### src/rtl/ldpc_3gpp_dec_out_buf_pkg.sv
// Shared constants and helpers for the LDPC decoder output buffer.
package ldpc_3gpp_dec_out_buf_pkg;

  localparam logic [23:0] cCRC24A_POLY = 24'h864CFB;
  localparam logic [23:0] cCRC24B_POLY = 24'h800063;
  localparam logic [15:0] cCRC16_POLY  = 16'h1021;

  localparam int unsigned cREQ_LAT = 3;

  // Number of requests still waiting for their data word.
  function automatic logic [1:0] popcount3(input logic [cREQ_LAT-1:0] v);
    return 2'(v[0]) + 2'(v[1]) + 2'(v[2]);
  endfunction

endpackage

### src/rtl/ldpc_3gpp_dec_out_buf_crc_word.sv
// One pDAT_W-bit parallel CRC step, MSB of the data word processed first.
module ldpc_3gpp_dec_out_buf_crc_word #(
  parameter int unsigned          pDAT_W    = 8,
  parameter int unsigned          pCRC_W    = 24,
  parameter logic [pCRC_W-1:0]    pCRC_POLY = 24'h864CFB
) (
  input  logic [pCRC_W-1:0] icrc,
  input  logic [pDAT_W-1:0] idat,
  output logic [pCRC_W-1:0] ocrc
);

  always_comb begin
    ocrc = icrc;
    for (int i = int'(pDAT_W) - 1; i >= 0; i--) begin
      if (ocrc[pCRC_W-1] ^ idat[i]) ocrc = {ocrc[pCRC_W-2:0], 1'b0} ^ pCRC_POLY;
      else                          ocrc = {ocrc[pCRC_W-2:0], 1'b0};
    end
  end

endmodule

### src/rtl/ldpc_3gpp_dec_out_buf.sv
// Pull-side output buffer of the LDPC decoder: credit-based sink requests, show-ahead skid FIFO.
// Optional per-frame CRC check enabled by defining LDPC_3GPP_DEC_OUT_BUF_CRC_EN.
module ldpc_3gpp_dec_out_buf
  import ldpc_3gpp_dec_out_buf_pkg::*;
#(
  parameter int unsigned       pDAT_W      = 8,
  parameter int unsigned       pTAG_W      = 4,
  parameter int unsigned       pERR_W      = 16,
  parameter int unsigned       pFIFO_DEPTH = 8,
  parameter int unsigned       pCRC_W      = 24,
  parameter logic [pCRC_W-1:0] pCRC_POLY   = cCRC24A_POLY
) (
  input  logic              iclk,
  input  logic              ireset,
  input  logic              iclkena,
  input  logic              ifull,
  output logic              oreq,
  input  logic              isop,
  input  logic              ieop,
  input  logic              ival,
  input  logic [pDAT_W-1:0] idat,
  input  logic [pTAG_W-1:0] itag,
  input  logic              idecfail,
  input  logic [pERR_W-1:0] ierr,
  input  logic              ordy,
  output logic              oval,
  output logic              osop,
  output logic              oeop,
  output logic [pDAT_W-1:0] odat,
  output logic [pTAG_W-1:0] otag,
  output logic              odecfail,
  output logic [pERR_W-1:0] oerr,
  output logic              ocrc_err
);

  localparam int unsigned cADDR_W = $clog2(pFIFO_DEPTH);
  localparam int unsigned cCNT_W  = cADDR_W + 1;
  localparam int unsigned cSUM_W  = cCNT_W + 2;

  typedef struct packed {
    logic              sop;
    logic              eop;
    logic [pDAT_W-1:0] dat;
    logic [pTAG_W-1:0] tag;
    logic              decfail;
    logic [pERR_W-1:0] err;
`ifdef LDPC_3GPP_DEC_OUT_BUF_CRC_EN
    logic              crc_err;
`endif
  } entry_t;

  entry_t                r_mem [pFIFO_DEPTH];
  logic [cADDR_W-1:0]    r_wr_ptr;
  logic [cADDR_W-1:0]    r_rd_ptr;
  logic [cCNT_W-1:0]     r_count;
  logic [cREQ_LAT-1:0]   r_req_sr;

  entry_t                w_entry;
  entry_t                w_head;
  logic [1:0]            w_inflight;
  logic                  w_credit_ok;
  logic                  w_full;
  logic                  w_push;
  logic                  w_pop;

  // Reserve a FIFO slot for every request whose data has not yet returned.
  assign w_inflight  = popcount3(r_req_sr);
  assign w_credit_ok = (cSUM_W'(r_count) + cSUM_W'(w_inflight) + cSUM_W'(1)) <= cSUM_W'(pFIFO_DEPTH);
  assign oreq        = iclkena & ifull & w_credit_ok;

  assign oval   = (r_count != '0);
  assign w_full = (r_count == cCNT_W'(pFIFO_DEPTH));
  assign w_pop  = iclkena & oval & ordy;
  assign w_push = iclkena & ival & (~w_full | w_pop);

`ifdef LDPC_3GPP_DEC_OUT_BUF_CRC_EN
  logic [pCRC_W-1:0] r_crc;
  logic [pCRC_W-1:0] w_crc_base;
  logic [pCRC_W-1:0] w_crc_next;

  // A start-of-frame word restarts the remainder before it is folded in.
  assign w_crc_base = isop ? '0 : r_crc;

  ldpc_3gpp_dec_out_buf_crc_word #(
    .pDAT_W    (pDAT_W),
    .pCRC_W    (pCRC_W),
    .pCRC_POLY (pCRC_POLY)
  ) u_crc_word (
    .icrc (w_crc_base),
    .idat (idat),
    .ocrc (w_crc_next)
  );

  always_ff @(posedge iclk or posedge ireset) begin
    if (ireset)      r_crc <= '0;
    else if (w_push) r_crc <= w_crc_next;
  end
`else
  logic w_unused_cfg;
  assign w_unused_cfg = ^pCRC_POLY;
`endif

  always_comb begin
    w_entry         = '0;
    w_entry.sop     = isop;
    w_entry.eop     = ieop;
    w_entry.dat     = idat;
    w_entry.tag     = itag;
    w_entry.decfail = idecfail;
    w_entry.err     = ierr;
`ifdef LDPC_3GPP_DEC_OUT_BUF_CRC_EN
    w_entry.crc_err = ieop & (w_crc_next != '0);
`endif
  end

  always_ff @(posedge iclk or posedge ireset) begin
    if (ireset) begin
      r_wr_ptr <= '0;
      r_rd_ptr <= '0;
      r_count  <= '0;
      r_req_sr <= '0;
    end else if (iclkena) begin
      r_req_sr <= {r_req_sr[cREQ_LAT-2:0], oreq};
      if (w_push) r_wr_ptr <= r_wr_ptr + cADDR_W'(1);
      if (w_pop)  r_rd_ptr <= r_rd_ptr + cADDR_W'(1);
      case ({w_push, w_pop})
        2'b10:   r_count <= r_count + cCNT_W'(1);
        2'b01:   r_count <= r_count - cCNT_W'(1);
        default: r_count <= r_count;
      endcase
    end
  end

  // Storage needs no reset: every read is qualified by a non-zero count.
  always_ff @(posedge iclk) begin
    if (w_push) r_mem[r_wr_ptr] <= w_entry;
  end

  assign w_head   = r_mem[r_rd_ptr];
  assign osop     = oval & w_head.sop;
  assign oeop     = oval & w_head.eop;
  assign odat     = oval ? w_head.dat : '0;
  assign otag     = oval ? w_head.tag : '0;
  assign odecfail = oval & w_head.decfail;
  assign oerr     = oval ? w_head.err : '0;
`ifdef LDPC_3GPP_DEC_OUT_BUF_CRC_EN
  assign ocrc_err = oval & w_head.eop & w_head.crc_err;
`else
  assign ocrc_err = 1'b0;
`endif

  // Credit accounting makes a push into a full FIFO a sink protocol violation.
  a_no_overflow : assert property (@(posedge iclk) disable iff (ireset)
    !(iclkena && ival && w_full && !w_pop));

endmodule
### config.mk
export PLATFORM = sky130hd
export DESIGN_NAME = ldpc_3gpp_dec_out_buf
export DESIGN_NICKNAME = d
export VERILOG_FILES = /design/src/rtl/ldpc_3gpp_dec_out_buf_pkg.sv /design/src/rtl/ldpc_3gpp_dec_out_buf_crc_word.sv /design/src/rtl/ldpc_3gpp_dec_out_buf.sv
export SDC_FILE = /design/constraint.sdc
export NUM_CORES = 1
export LEC_CHECK = 0
export BUFFER_PORTS_ARGS = -buffer_cell sky130_fd_sc_hd__buf_2
export CAP_MARGIN = 10
export CORE_MARGIN = 4
export CORE_UTILIZATION = 49
export CTS_CLUSTER_SIZE = 10
export DETAILED_ROUTE_END_ITERATION = 16
export GPL_TIMING_DRIVEN = 0
export PLACE_DENSITY = 0.67
export REMOVE_ABC_BUFFERS = 1
export SLEW_MARGIN = 5
export SYNTH_ARGS = -nofsm -noshare
export SYNTH_HDL_FRONTEND = slang
export SYNTH_SLANG_ARGS = --single-unit
### constraint.sdc
create_clock -name iclk -period 10.1 [get_ports iclk]
set_clock_uncertainty 0.2 [all_clocks]
set_input_delay 2.02 -clock iclk [delete_from_list [all_inputs] [get_ports iclk]]
set_output_delay 2.02 -clock iclk [all_outputs]
set_load 0.01 [all_outputs]
==> out/summary.log, run 1 <==
qor: worst_setup_path.timing.critical_path.required 7.88 ns
qor: final_layout.net_count_of_the_finished_layout 645
qor: logic_synthesis.post_synth_simple_gate_area 2.88%
qor: clock_tree.cts-root-buf clkbuf_16
qor: clock_tree.max-clock-path-buffers 3
qor: worst_setup_path.ff2ff_path_depth 6
qor: sta.worst_slew_margin_rel 47.8%
qor: floorplan.dieHeight 154 µm
qor: logic_synthesis.yosys.area_share.xor_xnor 0.758%
qor: drt.drt_iter0_drc 324
qor: floorplan.coreArea 0.0210 mm²
qor: clock_tree.ctsResizeCount 0
qor: logic_synthesis.synthDistinctLibCells 41
qor: worst_setup_path.worst-endpoint-arrival 3.02 ns
qor: floorplan.placement_rows 53
qor: drt.count_of_vias_placed_by_the_detailed_router 5,054
qor: drt.drt_antenna_net_count 0
qor: final_layout.drive_above_1_share 32.7%
qor: power.vdd.ir_drop.worst 0.000167 V
qor: clock_tree.clk_pin_slew 0.05 ns
qor: worst_setup_path.critical_path.endpoint oreq
qor: power.seqPwrFrac 42.7%
qor: sta.timing.final.max_slew_violations 0
qor: sta.period_share 51.9%
qor: logic_synthesis.synth_edf_count 248
qor: power.p_comb_share 29.6%
qor: sta.fin_crit 5.24 ns
qor: worst_setup_path.startpoint_type flop
qor: global_route.grt_start_max_net_pins 35
qor: place.place.gp.congestion 0.759
qor: drt.dr.pass1.iters 5
qor: power.total_net_switching_power 0.998 mW
qor: flow_run.drv_cap 0
qor: logic_synthesis.synth_area_per_cell 20.5 µm²
qor: drt.route.detailed.vias_per_inst 5.69
qor: worst_setup_path.timing_worst_setup_path_type flop to output pin
qor: final_layout.final_cell_mix 248 x edfxtp_1, 69 x buf_2, 62 x mux4_2
qor: floorplan.ios 71
qor: worst_setup_path.setup.worst_path.end_class output pin
qor: clock_tree.tritoncts.num_buffers 30
qor: logic_synthesis.synth-adder-area-share 1.30%
qor: logic_synthesis.count_of_synthesis_stage_warnings_from_yosys 0
qor: sta.setup_viol 0
qor: place.place_hpwl 12,200 µm
qor: drt.wire_per_inst 22.9 µm
qor: worst_setup_path.worst_path_fanout_max 9
qor: final_layout.final_util 58.0%
qor: sta.tightestPinTransition 0.782 ns
qor: logic_synthesis.postSynth.topFlopCell edfxtp_1
qor: logic_synthesis.synth_cells 507
qor: place.place.detailed.instances 842
qor: global_route.gr-usage-all-layers 17.6%
qor: sta.setup_repair_after_global_routing_missed_its_margin false
qor: logic_synthesis.async_flop_share 4.98%
qor: global_route.global_route.overflow_total 0
qor: global_route.antenna_found_initial 2
qor: power.sw_frac_of_total 29.8%
qor: sta.fin_setup_tns 0 ns
qor: worst_setup_path.regToRegSetupSlack 6.82 ns
qor: place.io_buffer_count 69
qor: global_route.grt_first_pass_wirelength 32,200 µm
qor: power.internal-power 2.35 mW
qor: final_layout.final_cells 888
qor: logic_synthesis.synth_compound_area_share 1.67%
qor: power.power_frac_clock 27.7%
qor: worst_setup_path.timing.rr.start r_count[0]$_DFFE_PP0P_
qor: floorplan.die-area 0.0236 mm²
qor: clock_tree.cts_sink_cnt 261
qor: logic_synthesis.ys_seq_area_share 74.8%
qor: worst_setup_path.setup.worst_path.start r_count[0]$_DFFE_PP0P_
qor: status.outcome complete, no violations
qor: logic_synthesis.synth_seq_cells 261
qor: sta.timing_hold_violations_final 0
qor: floorplan.initial_core_utilization 49.6%
qor: drt.drt_drc 0
qor: clock_tree.clock_tree.htree_level_count 1
qor: clock_tree.post-cts-setup-buffers 0
qor: clock_tree.clk_latency 0.53 ns
qor: hold_path.hold_class flop to flop
qor: sta.max_freq 0.191 GHz
qor: logic_synthesis.synth.mux.area_fraction 16.7%
qor: global_route.vias_in_the_first_global_route 5,478
qor: logic_synthesis.synth.cell_area 0.0104 mm²
qor: floorplan.chip_width 154 µm
qor: final_layout.layout_commonest_cell edfxtp_1
qor: logic_synthesis.main_combinational_cell_family_by_area_after_synthesis multiplexers
qor: drt.routed_wl 20,300 µm
qor: clock_tree.postCtsHoldBufs 0
qor: power.p_leak 4.13 nW
qor: power.power.total 3.35 mW
qor: final_layout.syn_to_final_growth 17.0%
qor: power.p_per_area 275 mW/mm²
qor: clock_tree.cts_tree yes
qor: worst_setup_path.worst_r2r_endpoint r_mem[0][23]$_DFFE_PP_
## cell type report
class	count	area [µm²]
diodes	1	2.50
clock buffers	42	817
clock inverters	3	13.8
fillers	1584	8790
inverters	13	48.8
multi-input cells	205	2480
flip-flops and latches	261	7780
well taps	275	344
repair buffers	88	672
## synthesized netlist by cell type (3+ instances only)
master	n	area share (%)
clkbuf_1	9	0.32
edfxtp_1	248	72
mux4_2	62	13
nor2_1	38	1.4
mux2i_1	32	3.1
xnor2_1	6	0.51
a31oi_1	3	0.18
dfrtp_1	13	3.1
nand3_1	3	0.14
nand2_1	9	0.32
buf_4	7	0.51
fa_1	3	0.58
ha_1	6	0.72
a21oi_1	4	0.19
xor2_1	3	0.25
nand2b_1	3	0.18
o21ai_0	8	0.39
buf_1	7	0.25
inv_1	12	0.43
buf_2	4	0.19
nor3_1	3	0.14
## through the flow
stage / hold slack (ns) / setup WS (ns) / cell area (µm²)
2_1_floorplan: 0.252 / 4.47 / 10300
3_3_place_gp: 0.270 / 1.95 / 10900
3_5_place_dp: 0.269 / 5.13 / 11300
4_1_cts: 0.282 / 4.85 / 12200
5_1_grt: 0.321 / 4.70 / 12200
6_report: 0.279 / 4.86 / 12200
## metal layers
layer | vias up | part of all wire (%) | routed length (µm) | global-route usage, %
met3 | 37 | 4.7 | 962 | 3.21
met1 | 2645 | 43 | 8750 | 24.8
met5 | - | 0.064 | 13 | 0
met2 | 138 | 50 | 10200 | 29.1
met4 | 2 | 2.0 | 412 | 4.50
li1 | 2232 | - | - | -
## critical path, cell delays in order, from the launching register on
cell and delay [ns]:
dfrtp_1 0.57, inv_1 0.17, ha_1 0.35, fa_1 0.42, fa_1 0.43, xor2_1 0.15, nand3_1 0.12, a21oi_1 0.15
buf_2 0.14
## power by group through the flow
stage	logic (mW)	registers, mW	clock network (mW)
final	0.989	1.43	0.927
after global routing	1.09	1.45	0.998
after CTS	1.01	1.43	0.946
after detailed placement	1.01	1.45	0
after global placement	0.886	1.55	0
after floorplan	0.623	1.47	0
## worst min path at each step
stage	slack, ns	endpoint	depth (start not counted)	startpoint
floorplan	0.25	r_req_sr[2]$_DFFE_PP0P_	2	r_req_sr[1]$_DFFE_PP0P_
global placement	0.27	r_req_sr[2]$_DFFE_PP0P_	2	r_req_sr[1]$_DFFE_PP0P_
detailed placement	0.27	r_req_sr[2]$_DFFE_PP0P_	2	r_req_sr[1]$_DFFE_PP0P_
CTS	0.28	r_req_sr[2]$_DFFE_PP0P_	2	r_req_sr[1]$_DFFE_PP0P_
global route	0.32	r_req_sr[2]$_DFFE_PP0P_	2	r_req_sr[1]$_DFFE_PP0P_
finish	0.28	r_req_sr[2]$_DFFE_PP0P_	2	r_req_sr[1]$_DFFE_PP0P_
## cells by family (layout without fill, tap and decap cells)
logic type,after synthesis,after routing
flops,261,261
mux,96,96
simple gates,64,64
buf+inv,41,146
compound gates,26,26
fa+ha+maj,9,9
xor+xnor,9,9
other cells,1,2
## registers in the layout, summed over array words and instances, names as in the netlist
name      flops
r_count       4
r_rd_ptr      3
r_req_sr      3
r_wr_ptr      3
r_mem       248
No activity file was read; power rests on OpenSTA's default activity.
==> inputs of run 2 (changes only) <==
--- a/config.mk
+++ b/config.mk
@@ -12,7 +12,7 @@
 export CTS_CLUSTER_SIZE = 10
 export DETAILED_ROUTE_END_ITERATION = 16
 export GPL_TIMING_DRIVEN = 0
-export PLACE_DENSITY = 0.67
+export PLACE_DENSITY = 0.69
 export REMOVE_ABC_BUFFERS = 1
 export SLEW_MARGIN = 5
 export SYNTH_ARGS = -nofsm -noshare
==> constraint.sdc (replaced) <==
create_clock -name iclk -period 4.55 [get_ports iclk]
set_clock_uncertainty 0.2 [all_clocks]
set_input_delay 0.91 -clock iclk [delete_from_list [all_inputs] [get_ports iclk]]
set_output_delay 0.91 -clock iclk [all_outputs]
set_load 0.01 [all_outputs]
==> out/summary.log, run 2 (same netlist as run 1, synthesis figures left out) <==
qor: worst_setup_path.timing.critical_path.required 3.44 ns
qor: drt.topRoutingLayerUsed met5
qor: final_layout.final_cell_mix 248 x edfxtp_1, 69 x buf_2, 62 x mux4_2
qor: global_route.grt_start_max_net_pins 35
qor: sta.period_share 89.9%
qor: worst_setup_path.timing_worst_setup_path_type flop to output pin
qor: clock_tree.ctsResizeCount 0
qor: power.sw_frac_of_total 29.7%
qor: power.power_frac_clock 28.0%
qor: place.place_hpwl 12,400 µm
qor: floorplan.dieHeight 154 µm
qor: clock_tree.clk_pin_slew 0.05 ns
qor: worst_setup_path.worst_r2r_endpoint r_mem[4][20]$_DFFE_PP_
qor: place.place.gp.congestion 0.776
qor: floorplan.chip_width 154 µm
qor: worst_setup_path.path_cells inv_1 > ha_1 > fa_1 > fa_1 > xor2_1 > nand3_1 > a21oi_1 > buf_2
qor: drt.count_of_vias_placed_by_the_detailed_router 5,120
qor: global_route.global_route.overflow_total 0
qor: final_layout.final_cells 891
qor: sta.tightestPinTransition 0.775 ns
qor: final_layout.final_util 58.2%
qor: worst_setup_path.ff2ff_path_depth 7
qor: final_layout.syn_to_final_growth 17.4%
qor: worst_setup_path.combined_buffer_and_inverter_count_along_the_critical_path 2
qor: clock_tree.post-cts-setup-buffers 0
qor: worst_setup_path.startpoint_type flop
qor: final_layout.net_count_of_the_finished_layout 646
qor: power.internal-power 5.24 mW
qor: floorplan.coreArea 0.0210 mm²
qor: place.place.detailed.instances 843
qor: drt.drt_drc 0
qor: global_route.antenna_found_initial 2
qor: drt.wl_met2 10,200 µm
qor: power.seqPwrFrac 42.6%
qor: flow_run.drv_cap 0
qor: hold_path.hold_class primary input to asynchronous set/reset pin
qor: place.io_buffer_count 69
qor: worst_setup_path.worst-endpoint-arrival 2.98 ns
qor: power.power.total 7.46 mW
qor: sta.setup_repair_after_global_routing_missed_its_margin false
qor: power.p_per_area 611 mW/mm²
qor: sta.max_freq 0.244 GHz
qor: worst_setup_path.cp_slowest_cell dfrtp_1
qor: clock_tree.tritoncts.num_buffers 30
qor: clock_tree.cts_sink_cnt 261
qor: worst_setup_path.worst_path_fanout_max 9
qor: drt.dr_wl_met3 1110 µm
qor: worst_setup_path.setup.worst_path.end_class output pin
qor: clock_tree.cts_tree yes
qor: worst_setup_path.worst_path_dominant_cell_family adder cells
qor: drt.drt_antenna_net_count 0
qor: final_layout.largest_register_ffs 248
qor: power.p_comb_share 29.4%
qor: clock_tree.postCtsHoldBufs 0
qor: final_layout.drive_above_1_share 32.6%
qor: final_layout.registers.top_by_ff_count r_mem
qor: clock_tree.clk_latency 0.53 ns
qor: worst_setup_path.regToRegSetupSlack 1.23 ns
qor: global_route.vias_in_the_first_global_route 5,402
qor: global_route.grt_first_pass_wirelength 31,700 µm
qor: final_layout.layout_commonest_cell edfxtp_1
qor: final_layout.largest_registers r_mem: 248 flops, r_count: 4 flops
qor: floorplan.die-area 0.0236 mm²
qor: sta.setup_viol 0
qor: sta.timing_hold_violations_final 0
qor: sta.finalHoldWorstSlack 0.221 ns
qor: floorplan.initial_core_utilization 49.6%
qor: power.p_leak 4.14 nW
qor: drt.drt_iter0_drc 312
qor: clock_tree.clock_tree.htree_level_count 1
qor: status.outcome complete, no violations
qor: global_route.gr-usage-all-layers 17.4%
qor: power.total_net_switching_power 2.21 mW
qor: drt.route.detailed.vias_per_inst 5.75
qor: sta.worst_slew_margin_rel 48.0%
qor: sta.timing.final.max_slew_violations 0
qor: worst_setup_path.longest_individual_stage_delay_on_the_worst_path 0.55 ns
qor: floorplan.placement_rows 53
qor: worst_setup_path.path_common_cell fa_1
qor: drt.dr.pass1.iters 4
qor: power.vdd.ir_drop.worst 0.000358 V
qor: drt.wire_per_inst 22.9 µm
qor: floorplan.ios 71
qor: clock_tree.cts-root-buf clkbuf_16
qor: clock_tree.max-clock-path-buffers 3
qor: drt.detail_route.wirelength.met1 8710 µm
qor: drt.routed_wl 20,400 µm
qor: worst_setup_path.timing.rr.start r_count[0]$_DFFE_PP0P_
qor: final_layout.diodes 0
qor: sta.fin_crit 4.09 ns
## run 2: cell types whose count changed in the layout (fill, tap and decap cells not counted), sizes merged
| cell | before | now |
|---|---|---|
| diode | 1 | 0 |
| clkinv | 3 | 2 |
| clkbuf | 42 | 46 |
| buf | 88 | 89 |
## run 2: worst max-delay path by stage
stage | end | start | depth (start not counted)
final | oreq | r_count[0]$_DFFE_PP0P_ | 8
after global routing | oreq | r_count[0]$_DFFE_PP0P_ | 8
after global placement | r_mem[0][22]$_DFFE_PP_ | iclkena | 5
after CTS | oreq | r_count[0]$_DFFE_PP0P_ | 8
after floorplan | odat[0] | r_rd_ptr[0]$_DFFE_PP0P_ | 3
after detailed placement | r_mem[4][22]$_DFFE_PP_ | iclkena | 8
## run 2: routing by layer
layer  vias up  GRT usage, %
met5         -             0
met4         4          4.04
met3        32          3.41
met2       145          28.2
met1      2698          24.9
li1       2241             -
## run 2: area by class of cell
cell class,count,area [µm²]
fillers,1549,8750
well taps,275,344
clock inverters,2,8.76
multi-input cells,205,2480
flip-flops and latches,261,7780
repair buffers,89,691
inverters,13,48.8
clock buffers,46,842
## run 2: power by group through the flow
stage	Clock [mW]	Combinational [mW]	Sequential [mW]
after floorplan	0	1.38	3.25
after global placement	0	1.97	3.42
after detailed placement	0	2.22	3.24
after CTS	2.13	2.23	3.19
after global routing	2.24	2.38	3.22
final	2.09	2.19	3.18
## run 2: stage by stage
step | setup TNS, ns | setup WS [ns] | instance area, µm²
after CTS | 0 | 0.441 | 12200
after floorplan | 0 | 0.0345 | 10300
after global routing | 0 | 0.251 | 12200
after detailed placement | 0 | 0.651 | 11300
final | 0 | 0.459 | 12200
after global placement | -319.97 | -2.49 | 10900
==> inputs of run 3 (changes only) <==
--- a/config.mk
+++ b/config.mk
@@ -5,6 +5,7 @@
 export SDC_FILE = /design/constraint.sdc
 export NUM_CORES = 1
 export LEC_CHECK = 0
+export ABC_CLOCK_PERIOD_IN_PS = 4550
 export BUFFER_PORTS_ARGS = -buffer_cell sky130_fd_sc_hd__buf_2
 export CAP_MARGIN = 10
 export CORE_MARGIN = 4
@@ -13,6 +14,7 @@
 export DETAILED_ROUTE_END_ITERATION = 16
 export GPL_TIMING_DRIVEN = 0
 export PLACE_DENSITY = 0.69
+export RECOVER_POWER = 25
 export REMOVE_ABC_BUFFERS = 1
 export SLEW_MARGIN = 5
 export SYNTH_ARGS = -nofsm -noshare
==> out/summary.log, run 3 (same netlist as run 1, synthesis figures left out) <==
qor: sta.tightestPinTransition 0.788 ns
qor: drt.route.detailed.vias_per_inst 5.71
qor: drt.drt_drc 0
qor: sta.setup_ws 0.471 ns
qor: clock_tree.post-cts-setup-buffers 0
qor: drt.drt_antenna_net_count 0
qor: final_layout.largest_registers r_mem: 248 flops, r_count: 4 flops
qor: worst_setup_path.worst_r2r_endpoint r_mem[4][20]$_DFFE_PP_
qor: worst_setup_path.regToRegSetupSlack 1.23 ns
qor: floorplan.dieHeight 154 µm
qor: clock_tree.cts_sink_cnt 261
qor: sta.setup_repair_after_global_routing_missed_its_margin false
qor: place.io_buffer_count 69
qor: global_route.grt_start_max_net_pins 35
qor: place.place.detailed.instances 843
qor: worst_setup_path.timing.critical_path.required 3.44 ns
qor: global_route.globalRoute.busiestLayer met2
qor: drt.routed_wl 20,300 µm
qor: global_route.gr-usage-met3 3.41%
qor: drt.drt_iter0_drc 317
qor: global_route.global_route.overflow_total 0
qor: final_layout.drive_above_1_share 29.2%
qor: floorplan.initial_core_utilization 49.6%
qor: global_route.grt_util_met2 28.2%
qor: hold_path.hold_class primary input to asynchronous set/reset pin
qor: worst_setup_path.critical_path.endpoint oreq
qor: floorplan.ios 71
qor: power.power.total 7.45 mW
qor: worst_setup_path.startpoint_type flop
qor: place.place_hpwl 12,400 µm
qor: sta.timing.final.max_slew_violations 0
qor: sta.worst_slew_margin_rel 47.2%
qor: final_layout.registers.top_by_ff_count r_mem
qor: sta.finalHoldWorstSlack 0.226 ns
qor: final_layout.syn_to_final_growth 17.1%
qor: global_route.grt_first_pass_wirelength 31,700 µm
qor: status.outcome complete, no violations
qor: floorplan.chip_width 154 µm
qor: worst_setup_path.worst-endpoint-arrival 2.97 ns
qor: final_layout.layout_commonest_cell edfxtp_1
qor: clock_tree.clock_tree.htree_level_count 1
qor: clock_tree.cts-root-buf clkbuf_16
qor: drt.wire_per_inst 22.8 µm
qor: sta.period_share 89.7%
qor: final_layout.final_cells 891
qor: floorplan.die-area 0.0236 mm²
qor: sta.timing_hold_violations_final 0
qor: place.dp_slack 0.651 ns
qor: worst_setup_path.setup.worst_path.start r_count[0]$_DFFE_PP0P_
qor: power.p_leak 4.08 nW
qor: final_layout.net_count_of_the_finished_layout 646
qor: drt.count_of_vias_placed_by_the_detailed_router 5,091
qor: sta.fin_setup_tns 0 ns
qor: worst_setup_path.timing.rr.start r_count[0]$_DFFE_PP0P_
qor: clock_tree.clk_pin_slew 0.05 ns
qor: power.vdd.ir_drop.worst 0.000357 V
qor: global_route.gr-usage-all-layers 17.4%
qor: clock_tree.tritoncts.num_buffers 30
qor: drt.dr.pass1.iters 5
qor: place.detailed_place.area 0.0113 mm²
qor: final_layout.final_util 58.1%
qor: power.p_per_area 612 mW/mm²
qor: clock_tree.ctsResizeCount 0
qor: global_route.grt.met1_usage 24.9%
qor: global_route.antenna_found_initial 0
qor: final_layout.largest_register_ffs 248
qor: worst_setup_path.timing_worst_setup_path_type flop to output pin
qor: worst_setup_path.setup.worst_path.end_class output pin
qor: floorplan.coreArea 0.0210 mm²
qor: sta.fin_crit 4.08 ns
qor: final_layout.diodes 0
qor: clock_tree.postCtsHoldBufs 0
qor: flow_run.drv_cap 0
qor: floorplan.placement_rows 53
qor: final_layout.finalInstanceArea 0.0122 mm²
qor: sta.max_freq 0.245 GHz
qor: place.place.gp.congestion 0.776
qor: worst_setup_path.worst_path_fanout_max 9
qor: worst_setup_path.ff2ff_path_depth 7
qor: global_route.vias_in_the_first_global_route 5,402
qor: final_layout.final_cell_mix 248 x edfxtp_1, 62 x mux4_2, 48 x buf_2
qor: clock_tree.clk_latency 0.53 ns
qor: clock_tree.cts_tree yes
qor: sta.setup_viol 0
qor: clock_tree.max-clock-path-buffers 3
-- run 3: changes by cell type in the layout (fill, tap and decap cells not counted) --
cell / delta
buf_2: -21
clkbuf_1: +21
-- run 3: cell type report --
cell class              count  area [µm²]
fillers                  1555        8780
flip-flops and latches    261        7780
multi-input cells         205        2480
clock buffers              46         842
repair buffers             89         664
well taps                 275         344
inverters                  13        48.8
clock inverters             2        8.76
-- run 3: per-layer routing --
metal / up-vias / wire length, µm
li1: 2236 / -
met1: 2683 / 8670
met2: 144 / 10200
met3: 28 / 1130
met4: 0 / 329
met5: - / 0
-- run 3: worst max-delay path, cell delays in order, from the launching register on --
cell and delay [ns]:
dfrtp_1 0.55, inv_1 0.16, ha_1 0.34, fa_1 0.41, fa_1 0.43, xor2_1 0.15
nand3_1 0.11, a21oi_1 0.15, buf_2 0.14
-- run 3: how the worst min path moves through the flow --
stage,start,endpoint,slack [ns],cells past startpoint
after floorplan,r_req_sr[1]$_DFFE_PP0P_,r_req_sr[2]$_DFFE_PP0P_,0.25,2
after global placement,r_req_sr[1]$_DFFE_PP0P_,r_req_sr[2]$_DFFE_PP0P_,0.27,2
after detailed placement,r_req_sr[1]$_DFFE_PP0P_,r_req_sr[2]$_DFFE_PP0P_,0.28,2
after CTS,ireset,r_req_sr[2]$_DFFE_PP0P_,0.22,2
after global routing,ireset,r_req_sr[0]$_DFFE_PP0P_,0.25,2
final,ireset,r_req_sr[0]$_DFFE_PP0P_,0.23,2
-- run 3: power by group --
part / leakage, nW / switching [mW] / internal (mW)
sequential: 2.40 / 0.306 / 2.87
combinational: 1.28 / 1.07 / 1.12
clock: 0.411 / 0.837 / 1.25
